File: src/rtl/rl_lj_position_loader.sv
// Position loader for the range-limited LJ force tile: streams ref/neighbor
// positions into the x/y/z RAM banks, then kicks the force pipeline and waits for done.
module rl_lj_position_loader #(
  parameter int unsigned DATA_WIDTH              = 32,
  parameter int unsigned REF_PARTICLE_NUM        = 100,
  parameter int unsigned REF_RAM_ADDR_WIDTH      = 7,
  parameter int unsigned NEIGHBOR_PARTICLE_NUM   = 100,
  parameter int unsigned NEIGHBOR_RAM_ADDR_WIDTH = 7
) (
  input  logic                               clk,
  input  logic                               rst_n,
  input  logic                               load_start,
  input  logic                               in_valid,
  output logic                               in_ready,
  input  logic                               in_last,
  input  logic [DATA_WIDTH-1:0]              in_x,
  input  logic [DATA_WIDTH-1:0]              in_y,
  input  logic [DATA_WIDTH-1:0]              in_z,
  output logic                               ref_wren,
  output logic [REF_RAM_ADDR_WIDTH-1:0]      ref_wraddr,
  output logic                               nbr_wren,
  output logic [NEIGHBOR_RAM_ADDR_WIDTH-1:0] nbr_wraddr,
  output logic [DATA_WIDTH-1:0]              wr_x,
  output logic [DATA_WIDTH-1:0]              wr_y,
  output logic [DATA_WIDTH-1:0]              wr_z,
  output logic                               pipe_start,
  input  logic                               pipe_done,
  output logic                               busy,
  output logic                               batch_done,
  output logic                               len_error
);

  localparam int unsigned CNT_W = (REF_RAM_ADDR_WIDTH > NEIGHBOR_RAM_ADDR_WIDTH) ?
                                  REF_RAM_ADDR_WIDTH : NEIGHBOR_RAM_ADDR_WIDTH;
  localparam logic [CNT_W-1:0] REF_LAST = CNT_W'(REF_PARTICLE_NUM - 1);
  localparam logic [CNT_W-1:0] NBR_LAST = CNT_W'(NEIGHBOR_PARTICLE_NUM - 1);

  typedef enum logic [2:0] {
    IDLE      = 3'd0,
    LOAD_REF  = 3'd1,
    LOAD_NBR  = 3'd2,
    START     = 3'd3,
    WAIT_DONE = 3'd4
  } state_t;

  state_t           state;
  logic [CNT_W-1:0] cnt;

  logic accept_c;
  logic ref_at_last_c;
  logic nbr_at_last_c;

  assign accept_c      = in_valid & in_ready;
  assign ref_at_last_c = (cnt == REF_LAST);
  assign nbr_at_last_c = (cnt == NBR_LAST);

  // A phase closes on in_last or on the final slot; any disagreement between the two is a length error.
  always_ff @(posedge clk or negedge rst_n) begin
    if (!rst_n) begin
      state      <= IDLE;
      cnt        <= '0;
      in_ready   <= 1'b0;
      ref_wren   <= 1'b0;
      ref_wraddr <= '0;
      nbr_wren   <= 1'b0;
      nbr_wraddr <= '0;
      wr_x       <= '0;
      wr_y       <= '0;
      wr_z       <= '0;
      pipe_start <= 1'b0;
      busy       <= 1'b0;
      batch_done <= 1'b0;
      len_error  <= 1'b0;
    end else begin
      ref_wren   <= 1'b0;
      nbr_wren   <= 1'b0;
      pipe_start <= 1'b0;
      batch_done <= 1'b0;
      case (state)
        IDLE: begin
          if (load_start) begin
            state     <= LOAD_REF;
            cnt       <= '0;
            in_ready  <= 1'b1;
            busy      <= 1'b1;
            len_error <= 1'b0;
          end
        end
        LOAD_REF: begin
          if (accept_c) begin
            ref_wren   <= 1'b1;
            ref_wraddr <= REF_RAM_ADDR_WIDTH'(cnt);
            wr_x       <= in_x;
            wr_y       <= in_y;
            wr_z       <= in_z;
            if (in_last || ref_at_last_c) begin
              cnt   <= '0;
              state <= LOAD_NBR;
              if (in_last != ref_at_last_c) len_error <= 1'b1;
            end else begin
              cnt <= cnt + CNT_W'(1);
            end
          end
        end
        LOAD_NBR: begin
          if (accept_c) begin
            nbr_wren   <= 1'b1;
            nbr_wraddr <= NEIGHBOR_RAM_ADDR_WIDTH'(cnt);
            wr_x       <= in_x;
            wr_y       <= in_y;
            wr_z       <= in_z;
            if (in_last || nbr_at_last_c) begin
              cnt      <= '0;
              in_ready <= 1'b0;
              state    <= START;
              if (in_last != nbr_at_last_c) len_error <= 1'b1;
            end else begin
              cnt <= cnt + CNT_W'(1);
            end
          end
        end
        START: begin
          // Entered the cycle the last neighbor write is on the RAM port, so the pulse lands after it.
          pipe_start <= 1'b1;
          state      <= WAIT_DONE;
        end
        WAIT_DONE: begin
          if (pipe_done) begin
            batch_done <= 1'b1;
            busy       <= 1'b0;
            state      <= IDLE;
          end
        end
        default: begin
          state    <= IDLE;
          in_ready <= 1'b0;
          busy     <= 1'b0;
        end
      endcase
    end
  end

endmodule

File: config.mk
export PLATFORM = sky130hd
export DESIGN_NAME = rl_lj_position_loader
export DESIGN_NICKNAME = d
export VERILOG_FILES = /design/src/rtl/rl_lj_position_loader.sv
export SDC_FILE = /design/constraint.sdc
export NUM_CORES = 1
export LEC_CHECK = 0
export ABC_CLOCK_PERIOD_IN_PS = 2500
export BUFFER_PORTS_ARGS = -buffer_cell sky130_fd_sc_hd__buf_2
export CORE_ASPECT_RATIO = 0.8
export CORE_MARGIN = 3
export CORE_UTILIZATION = 45
export CTS_CLUSTER_SIZE = 14
export DETAILED_ROUTE_END_ITERATION = 10
export GPL_ROUTABILITY_DRIVEN = 0
export PLACE_DENSITY_LB_ADDON = 0.3
export SLEW_MARGIN = 20
export SYNTH_ARGS = -nofsm -noshare
export SYNTH_HDL_FRONTEND = slang
export SYNTH_SLANG_ARGS = --single-unit
File: constraint.sdc
create_clock -name clk -period 2.5 [get_ports clk]
set_input_delay 0.25 -clock clk [delete_from_list [all_inputs] [get_ports clk]]
set_output_delay 0.25 -clock clk [all_outputs]
set_load 0.1 [all_outputs]
==> results.sh <==
export IMPL_hp_class="in2reg"
export IMPL_dpl_worst_slack_ns=0.4295
export IMPL_ys_seq_area_frac=0.6377
export IMPL_startpoint_type="flip-flop"
export IMPL_avgRoutedWirePerCell_um=16.32
export IMPL_core_area_um2=10530
export IMPL_skew_ns=0.01303
export IMPL_ys_top_cells_by_area="dfrtp_1 64%, mux2_2 25%, o21ai_0 1.1%, buf_2 0.80%, nand3_1 0.80%"
export IMPL_cts_tree="done"
export IMPL_drt_iter0_drc=128
export IMPL_final_cell_mix="217 x buf_2, 126 x dfrtp_1, 111 x mux2_2"
export IMPL_finalWirelength_mm=11.49
export IMPL_antenna_found_initial=0
export IMPL_maxSlewViolCount=0
export IMPL_synth_ff_type="dfrtp_1"
export IMPL_synth_area_um2=4984
export IMPL_final_setup_viol_count=0
export IMPL_fin_nets=656
export IMPL_final_common_cell="buf_2"
export IMPL_cts_made_buffers=17
export IMPL_end_kind="flip-flop"
export IMPL_drive_gt1_frac=0.6489
export IMPL_tightest_slew_ns=0.8402
export IMPL_die_area_um2=12380
export IMPL_portBuffers=218
export IMPL_ff2ff_setup_slack_ns=0.39
export IMPL_avgSynthCellArea_um2=15.24
export IMPL_ios=219
export IMPL_synth_nets=431
export IMPL_clkTransAtPathRegs_ns=0.06
export IMPL_synth_warnings=0
export IMPL_period_share=0.8439
export IMPL_num_rows=33
export IMPL_fmax_mhz=474.0
export IMPL_grt_pass1_vias=3644
export IMPL_drc_errors=0
export IMPL_rsz0062_at_grt="no"
export IMPL_start_util=0.4733
export IMPL_dp_cells=672
export IMPL_synth_cell_types=33
export IMPL_synthToLayoutAreaGrowth_pct=35.75
export IMPL_synth_edff_count=0
export IMPL_clock_latency_ns=0.40
export IMPL_grt_use_total=0.1857
export IMPL_setup_ws_ns=0.3903
export IMPL_post_drt_via_cell_ratio=4.973
export IMPL_h_tree_depth=4
export IMPL_dp_hpwl_mm=8.322
export IMPL_crit_required_ns=2.79
export IMPL_die_h_um=100.1
export IMPL_synth_seq_cells=127
export IMPL_status="finished, final reports clean"
export IMPL_synth_top_area_frac=0.6377
export IMPL_grt_ovfl_total=0
export IMPL_numClockSinks=127
export IMPL_fin_crit_ns=2.110
export IMPL_hold_violations=0
export IMPL_timing_hold_ws_ns=0.06181
export IMPL_drv_cap=0
export IMPL_synth_area_leader_cell="dfrtp_1"
export IMPL_finalSetupTns_ns=0
export IMPL_async_flop_share=1.000
export IMPL_grt_max_degree=128
export IMPL_cts_buffer_depth=2
export IMPL_grt_pass1_wl_mm=17.87
export IMPL_firstDrtPassIters=4
export IMPL_die_x_um=123.7
export IMPL_cp_arrival_ns=2.40
export IMPL_path_class="reg2reg"
export IMPL_vias=3501
export IMPL_n_antenna_cell=0
export IMPL_cp_max_fo=7
export IMPL_synthCells=327
export IMPL_drtAntennaViolNets=0
export IMPL_stdcell_count=704
export IMPL_relSlewSlack=0.4386
export IMPL_root_buffer="clkbuf_16"
==> cell type report <==
| type | instances | area (um2) |
|---|---|---|
| Timing Repair Buffer | 222 | 1151 |
| Multi-Input combinational cell | 182 | 1712 |
| Clock buffer | 20 | 446.7 |
| Fill cell | 806 | 3764 |
| Tap cell | 140 | 175.2 |
| Sequential cell | 127 | 3179 |
| Clock inverter | 11 | 93.84 |
| Inverter | 2 | 7.507 |
==> kinds of logic after synthesis <==
group | count (synthesis) | synth area share
AND/OR/NAND/NOR | 47 | 0.05750
adder cells (fa/ha/maj) | 2 | 0.005021
flip-flops | 127 | 0.6377
buffers and inverters | 18 | 0.02009
multiplexers | 111 | 0.2508
XOR/XNOR | 1 | 0.001758
AO/OA/AOI/OAI | 21 | 0.02712
==> sequential cells by signal (all words and copies together) (netlist names) <==
register	flops
batch_done	1
len_error	1
cnt	7
nbr_wraddr	7
in_ready	1
wr_y	32
pipe_start	1
ref_wren	1
ref_wraddr	7
nbr_wren	1
busy	1
wr_x	32
state	3
wr_z	32
==> per-layer routing <==
metal,part of all wire,routed length [um],track usage
met2,0.49,5638,0.3108
met5,0,0,0
met3,0.095,1091,0.06310
met4,0.0075,86,0.05872
met1,0.41,4670,0.2272
==> worst paths after layout <==
kind	startpoint	to	cells after the start
max in group asynchronous	rst_n	in_ready	3
worst max-delay path	cnt[0]	len_error	6
worst min-delay path	pipe_done	state[2]	2
min in group asynchronous	rst_n	wr_z[6]	3
worst min register to register	wr_y[3]	wr_y[3]	1
worst max register to register	cnt[0]	len_error	6
==> worst max-delay path: stages (launching register included) <==
cell and delay (ns):
dfrtp_1 0.43, ha_1 0.28, nand3_1 0.09, ha_1 0.20, nor3b_1 0.71, nor2_1 0.08, o22a_1 0.20
==> stage by stage <==
stage	cell area (um2)	util
floorplan	4985	-
global placement	6215	0.5903
detailed placement	6215	0.5903
CTS	6765	0.6425
global route	6765	0.6425
finish	6765	0.6425
==> cells in the mapped netlist, types with 2 or more instances <==
cell type and instances:
nand2b_1 4, mux2_2 111, dfrtp_1 127, nor2_1 6, a22o_1 3, and3_1 2
nand2_1 9, o31ai_1 2, nor3_2 2, o21ai_0 11, or4_1 3, nor3_1 3
clkbuf_1 3, or3b_1 2, nand3_1 8, nand4b_1 2, buf_4 4, buf_2 8
ha_1 2, inv_1 2
==> repair_timing <==
action,in CTS,in global routing
gates resized for setup,0,0
buffers inserted,0,0
endpoints found under the hold margin,114,0
hold buffers,1,0
Power is left out: the tool's default activity adds up to more than one toggle a clock period on the data nets, which glitch-free logic cannot reach.
